<file path="src/rtl/io_bank_ccff_shadow.sv">
// io_bank_ccff_shadow: parametrised I/O bank tile.
// Per-pad config (dir, inv) is loaded serially through the ccff chain into a
// shift register, then atomically committed to a shadow register that drives
// the live pads. The commit is rejected (sticky error) when the shift count
// since the last commit is not exactly CHAIN_LEN.
// Optional build macro IO_BANK_CCFF_CRC_EN adds a CRC-8 check on the shifted
// stream (ports ccff_crc_exp / cfg_crc).

// Per-pad datapath: isolation, direction steering and polarity inversion.
module io_bank_pad_lane (
  input  logic dir,
  input  logic inv,
  input  logic isol_n,
  input  logic outpad,
  input  logic soc_in,
  output logic soc_dir,
  output logic soc_out,
  output logic inpad
);
  // Isolated pads are forced to input with both data paths parked low.
  always_comb begin
    soc_dir = ~isol_n | dir;
    soc_out = isol_n & ~dir & (outpad ^ inv);
    inpad   = isol_n & dir & (soc_in ^ inv);
  end
endmodule

module io_bank_ccff_shadow #(
  parameter int NUM_PADS = 4
) (
  input  logic                prog_clk,
  input  logic                prog_reset_n,
  input  logic                ccff_head,
  input  logic                ccff_shift_en,
  input  logic                ccff_commit,
  output logic                ccff_tail,
  input  logic                isol_n,
  input  logic [NUM_PADS-1:0] fabric_outpad,
  output logic [NUM_PADS-1:0] fabric_inpad,
  input  logic [NUM_PADS-1:0] gfpga_pad_io_soc_in,
  output logic [NUM_PADS-1:0] gfpga_pad_io_soc_out,
  output logic [NUM_PADS-1:0] gfpga_pad_io_soc_dir,
`ifdef IO_BANK_CCFF_CRC_EN
  input  logic [7:0]          ccff_crc_exp,
  output logic [7:0]          cfg_crc,
`endif
  output logic                cfg_count_ok,
  output logic                cfg_commit_err,
  output logic                cfg_active
);
  localparam int CHAIN_LEN = 2 * NUM_PADS;
  localparam int CNT_W     = $clog2(CHAIN_LEN + 2);
  localparam logic [CNT_W-1:0] CNT_FULL = CNT_W'(CHAIN_LEN);
  localparam logic [CNT_W-1:0] CNT_SAT  = CNT_W'(CHAIN_LEN + 1);
  // Shadow reset: every pad an input (dir bit 2i = 1), no inversion.
  localparam logic [CHAIN_LEN-1:0] SHADOW_RST = {NUM_PADS{2'b01}};

  logic [CHAIN_LEN-1:0] sr_q, sr_d;
  logic [CHAIN_LEN-1:0] shadow_q, shadow_d;
  logic [CNT_W-1:0]     cnt_q, cnt_d;
  logic                 err_q, err_d;
  logic                 active_q, active_d;
  logic                 do_shift;
  logic                 commit_ok;

  // Commit wins over shift in the same cycle; the shift is simply dropped.
  assign do_shift = ccff_shift_en & ~ccff_commit;

`ifdef IO_BANK_CCFF_CRC_EN
  logic [7:0] crc_q, crc_d;
  logic       crc_fb;

  // CRC-8 (poly 0x07, MSB-first) over accepted shift bits; cleared by commit.
  always_comb begin
    crc_d  = crc_q;
    crc_fb = crc_q[7] ^ ccff_head;
    if (ccff_commit)
      crc_d = 8'h00;
    else if (do_shift)
      crc_d = {crc_q[6:0], 1'b0} ^ (crc_fb ? 8'h07 : 8'h00);
  end

  // CRC state register.
  always_ff @(posedge prog_clk) begin
    if (!prog_reset_n) crc_q <= 8'h00;
    else               crc_q <= crc_d;
  end

  assign cfg_crc   = crc_q;
  assign commit_ok = cfg_count_ok & (crc_q == ccff_crc_exp);
`else
  assign commit_ok = cfg_count_ok;
`endif

  assign cfg_count_ok = (cnt_q == CNT_FULL);

  // Next-state for the chain, shift counter, shadow and status flags.
  always_comb begin
    sr_d     = sr_q;
    shadow_d = shadow_q;
    cnt_d    = cnt_q;
    err_d    = err_q;
    active_d = active_q;
    if (ccff_commit) begin
      cnt_d = '0;
      if (commit_ok) begin
        shadow_d = sr_q;
        active_d = 1'b1;
      end else begin
        err_d = 1'b1;
      end
    end else if (do_shift) begin
      if (CHAIN_LEN > 1)
        sr_d = {sr_q[CHAIN_LEN-2:0], ccff_head};
      if (cnt_q != CNT_SAT)
        cnt_d = cnt_q + 1'b1;
    end
  end

  // State registers with synchronous active-low reset.
  always_ff @(posedge prog_clk) begin
    if (!prog_reset_n) begin
      sr_q     <= '0;
      shadow_q <= SHADOW_RST;
      cnt_q    <= '0;
      err_q    <= 1'b0;
      active_q <= 1'b0;
    end else begin
      sr_q     <= sr_d;
      shadow_q <= shadow_d;
      cnt_q    <= cnt_d;
      err_q    <= err_d;
      active_q <= active_d;
    end
  end

  assign ccff_tail      = sr_q[CHAIN_LEN-1];
  assign cfg_commit_err = err_q;
  assign cfg_active     = active_q;

  for (genvar i = 0; i < NUM_PADS; i++) begin : g_lane
    io_bank_pad_lane u_lane (
      .dir     (shadow_q[2*i]),
      .inv     (shadow_q[2*i+1]),
      .isol_n  (isol_n),
      .outpad  (fabric_outpad[i]),
      .soc_in  (gfpga_pad_io_soc_in[i]),
      .soc_dir (gfpga_pad_io_soc_dir[i]),
      .soc_out (gfpga_pad_io_soc_out[i]),
      .inpad   (fabric_inpad[i])
    );
  end
endmodule
</file>
<file path="config.mk">
export PLATFORM = sky130hd
export DESIGN_NAME = io_bank_ccff_shadow
export DESIGN_NICKNAME = d
export VERILOG_FILES = /design/src/rtl/io_bank_ccff_shadow.sv
export SDC_FILE = /design/constraint.sdc
export NUM_CORES = 1
export LEC_CHECK = 0
export BUFFER_PORTS_ARGS = -buffer_cell sky130_fd_sc_hd__buf_2
export CAP_MARGIN = 20
export CORE_MARGIN = 5
export CORE_UTILIZATION = 55
export CTS_CLUSTER_SIZE = 25
export DETAILED_ROUTE_END_ITERATION = 7
export GPL_TIMING_DRIVEN = 1
export PLACE_DENSITY = 0.83
export SLEW_MARGIN = 20
export SYNTH_ARGS = -nofsm -noshare
export SYNTH_HDL_FRONTEND = slang
export SYNTH_SLANG_ARGS = --single-unit
</file>
<file path="constraint.sdc">
create_clock -name prog_clk -period 2.71 [get_ports prog_clk]
set_input_delay 0.1355 -clock prog_clk [delete_from_list [all_inputs] [get_ports prog_clk]]
set_output_delay 0.1355 -clock prog_clk [all_outputs]
set_load 0.01 [all_outputs]
</file>
== After elaboration in Yosys (flattened, before gate mapping) ==
Index checks and enable logic that the tools add are counted.

* Flip-flop bits (word level): 22
* Input bits: 14
* Output and inout port bits: 16
* Word-level logic and storage cells: 50

* $add $sub $neg: 1
* Equal/unequal tests: 2
* Bitwise operators: 37
* Reduce and logical (&&, ||, !) cells: 5

{| class="wikitable"
|+ Operators by type and width
! cell !! count
|-
| 1-bit bitwise AND || 17
|-
| 1-bit inverter || 8
|-
| 2-bit AND reduction || 4
|-
| 1-bit XOR || 8
|-
| 4-bit by 1-bit adder with 4-bit output, second input constant || 1
|-
| 4-bit equality test, second input constant || 1
|-
| 4-bit != test, second input constant || 1
|-
| 1-bit OR || 4
|-
| 2-bit OR reduction || 1
|}

== Logic depth before layout (Yosys ltp) ==
* Word-level depth: 3
* Gate-level depth with buffers: 7
* Depth with buffers taken out: 5

== By module ==
A second synthesis with hierarchy kept.

* Cells, all modules: 122
* Area total of the unflattened synthesis: 1057.3 um2

{| class="wikitable"
|+ Modules (own cells, without submodules)
! module !! instances !! cells an instance !! area an instance (um2) !! sequential area each (um2)
|-
| io_bank_ccff_shadow || 1 || 102 || 922.1 || 440.4
|-
| io_bank_pad_lane || 4 || 5 || 33.8 || 0.0
|}

== Worst setup path before layout ==
Ideal clock, no wire load.

* Kind: register to register
* Start point: register cnt_q[0]
* End point: register shadow_q[2]
* Library setup time: 0.130 ns
* Data arrival time: 1.221 ns
* Data required time: 2.580 ns
* Setup slack: 1.359 ns
* Stages on the path, launching flop included: 8
* Path buffers: 2
* Period minus slack after synthesis: 1.351 ns
* Path through: dfxtp_1 inv_1 ha_1 and4b_1 buf_6 buf_8 mux2i_1 nand2_1

* Longest elaborated chain between the ends: 2

{| class="wikitable"
|+ RTL lines
! element !! RTL line !! text
|-
| start, declared || 60 || <nowiki>logic [CNT_W-1:0] cnt_q, cnt_d;</nowiki>
|-
| start signal, assigned || 131 || <nowiki>cnt_q <= cnt_d;</nowiki>
|-
| 4-bit equality test || 95 || <nowiki>assign cfg_count_ok = (cnt_q == CNT_FULL);</nowiki>
|-
| 2-bit AND reduction (no line) || - ||
|-
| end signal, assigned || 130 || <nowiki>shadow_q <= shadow_d;</nowiki>
|-
| end, declared || 59 || <nowiki>logic [CHAIN_LEN-1:0] shadow_q, shadow_d;</nowiki>
|}

No other way between the ends.
A chain may end at the register's enable or synchronous reset.

== Worst setup path after layout ==
* Start point: register cnt_q[0]
* End point: register shadow_q[6]

Same word-level chain as after synthesis.

==> results.md <==
Global route:
- Summed over all layers, the global routing overflow is 0.
- For this run, the total global-route usage over all layers was measured as 13.6%.
- The global-route wire length before repair is 3.51 mm.
- The number of antenna violations at the first check in global routing is 0.
- The largest net degree at the start of global routing is 25.
- The number of global-route vias before repair is 866.

Routing:
- For this block, the initial DRC count from the detailed router was 14.
- The number of nets with antenna violations after detailed routing is 0.
- The number of vias after detailed routing is 893.
- The sum of routed wire length over all layers is 2.00 mm.
- The number of optimization iterations in the first detailed-route pass is 4.
- The number of remaining DRC errors is 0.
- Using the TritonRoute via totals, the vias-per-cell ratio works out to 5.10.
- The average wire per cell in the routed design is 11.4 um.

Clocking:
- Post-CTS repair changed the size of 0 cells.
- The number of clock sinks is 22.
- TritonCTS built the clock tree.
- TritonCTS created 3 clock buffers.
- Hold repair after CTS inserted 0 buffers.
- The clock-pin transition on the worst setup and hold timing paths is 110 ps.
- The clock tree buffer depth is 2.
- The buffer count from post-CTS setup fixing is 0.
- The library cell used as clock root buffer is sky130_fd_sc_hd__clkbuf_4.
- The source-to-sink clock delay at the later pin of the worst-skew pair is 290 ps.
- In this run the number of H-tree levels came out at 1.

Floorplan:
- The number of core rows is 16.
- The height of the chip is 55.7 um.
- The total area inside the core boundary comes to 0.00198 mm2.
- For this configuration, the core starts out at a cell density of 57.9%.
- The count of pins on the block boundary is 30.
- The die is 55.7 um wide.
- The die footprint is 0.00310 mm2.

Final layout:
- From synthesis to final layout, the design area changed by 5.89%.
- The filler cell count in the final layout is 183.
- Cells with a size suffix above 1 make up 23.0% of the layout.
- The sequential cells in the finished layout cover a total of 440 um2.
- The number of nets in the final layout is 167.
- The number of antenna diodes in the final layout is 0.
- In the final layout, the multi-input gates occupy 562 um2.

Outcome:
- The run finished with clean final reports.

Job:
- Max-cap violations in this run came to 0.

Min path:
- The min-delay analysis places its worst path in the category in -> reg.

Yosys:
- The sequential share of the synthesized area is 38.4%.
- In this run the biggest area consumer among cell types represents 38.4% of the synthesized area.
- After synthesis the cells add up to 0.00115 mm2.
- The count of mapped cells out of synthesis is 134.
- The count of flip-flops with a built-in enable after synthesis is 0.
- After synthesis, the largest family of logic cells by area is simple AND/OR/NAND/NOR gates.
- The average footprint of a synthesized cell is 8.56 um2.
- The count of cell types in the netlist is 28.
- The complex-gate fraction of the synthesized area is 12.6%.
- The post-synthesis share of cell area spent on full adders, half adders and majority gates is 3.27%.
- The multiplexer share of the synthesized area is 3.49%.
- Counting flops and latches in the post-synthesis netlist gives 22.
- The share of synthesized registers carrying an async set or reset is 0%.
- The parity-gate share of the synthesized area counting xor and xnor cells is 6.11%.
- By count the netlist is led by sky130_fd_sc_hd__nand2_1, sky130_fd_sc_hd__dfxtp_1, sky130_fd_sc_hd__buf_4.
- Yosys printed 0 warnings.
- Yosys attributes the largest share of cell area to sky130_fd_sc_hd__dfxtp_1, sky130_fd_sc_hd__nand2_1, sky130_fd_sc_hd__buf_4.
- The leading register cell type out of synthesis is sky130_fd_sc_hd__dfxtp_1.
- The biggest area contributor in the post-synthesis netlist is sky130_fd_sc_hd__dfxtp_1.
- Of the total synthesized cell area, the portion taken by AND, OR, NAND and NOR gates is 23.4%.
- The leading cell type by number of instances after synthesis is sky130_fd_sc_hd__nand2_1.
- The post-synth net total is 151.

STA:
- Setup repair after global routing left no endpoint under its margin.
- At the pin with the least slew margin, the transition time is 575 ps.
- In the finished design, the share of the clock period the worst path needs comes to 57.0%.
- Setup violations remaining at the end of the flow were counted as 0.
- The minimum clock period is 1540 ps.
- The remaining max-slew budget at the tightest pin is 61.6%.
- On the final layout, the worst hold slack is 86.4 ps.
- The setup clock skew after layout is 5.98 ps.
- The achievable frequency is 0.648 GHz.
- The number of hold-slack violations in the final timing report came to 0.
- In the final timing run, aggregate negative setup slack is 0 ps.
- The final number of max-transition violations is 0.

Setup path:
- At the worst endpoint, the required time is 2900 ps.
- The classification of the worst setup path is reg -> reg.
- In this run the worst path has a maximum fanout of 13.
- The slack of the worst reg-to-reg path is 1170 ps.
- The data arrival time of the critical path is 1730 ps.
- The worst setup path is launched from a flop.
- The critical path capture point type is a flop.

Placed design:
- At the end of routability-driven placement, the weighted congestion stood at 0.807.
- The count of port buffers added during placement is 29.
- The HPWL after detailed placement is 1.55 mm.

Power:
- VDD sags by at most 232 uV.
- Summed over all cells, the static leakage comes to 0.000498 uW.
- The power density over the cells is 420 mW/mm2.
-- flip-flops by register name, indices dropped and copies added (netlist names) --
register	flops
shadow_q	8
sr_q	8
cnt_q	4
cfg_active	1
cfg_commit_err	1
-- path summary, 6_finish.rpt --
check                 start             end  depth (start not counted)
min reg2reg  cfg_commit_err  cfg_commit_err                          1
max                cnt_q[0]     shadow_q[6]                          5
min               ccff_head         sr_q[0]                          3
max reg2reg        cnt_q[0]     shadow_q[6]                          5
-- power breakdown --
group / switching (uW) / internal, uW
registers: 2.19 / 326
clock network: 85.9 / 51.7
logic: 23.7 / 20.8
total: 112 / 398
-- layout by cell type, fill, tap and decap left out, drive strengths merged --
cell type  instances
a21boi             8
a21oi              4
and3               4
and3b              2
and4b              1
buf               29
clkbuf             3
dfxtp             22
ha                 3
inv                3
mux2i              4
nand2             25
nand2b             6
nand3              6
nor2               4
nor2b              3
o211ai             1
o21a               2
o21ai              7
o31ai              1
or3                2
xnor2              4
xor2               4
-- cell families after synthesis --
family | Yosys count
AND/OR/NAND/NOR | 53
buffers and inverters | 21
multiplexers | 4
AO/OA/AOI/OAI | 23
flip-flops | 22
XOR/XNOR | 8
adder cells (fa/ha/maj) | 3
-- area by class of cell --
class / count / area share [%]
clock buffer: 3 / 1.85
tap: 27 / 2.78
multi-input combinational: 91 / 46.2
sequential: 22 / 36.3
inverter: 3 / 0.927
timing repair buffer: 29 / 11.9
-- metal layers --
layer | wire length, um | track usage (%)
met4 | 8 | 6.25
met5 | 0 | 0
met2 | 1010 | 24.7
met3 | 136 | 3.71
met1 | 841 | 14.4
-- worst max-delay path, cell delays in order, from the launching register on --
cell	delay, ps
sky130_fd_sc_hd__dfxtp_1	380
sky130_fd_sc_hd__inv_1	80
sky130_fd_sc_hd__ha_1	140
sky130_fd_sc_hd__and4b_1	500
sky130_fd_sc_hd__mux2i_1	260
sky130_fd_sc_hd__nand2_1	70
-- per-stage QoR --
step	total power, uW	cell area, um2	utilization (%)	std cells	setup WS, ps
floorplan	365	1150	-	134	1360
global placement	379	1190	60.2	172	1270
detailed placement	380	1190	60.2	172	1190
CTS	519	1210	61.3	175	1180
global route	537	1210	61.3	175	1010
finish	510	1210	61.3	175	1170
No activity file was read; power rests on OpenSTA's default activity.
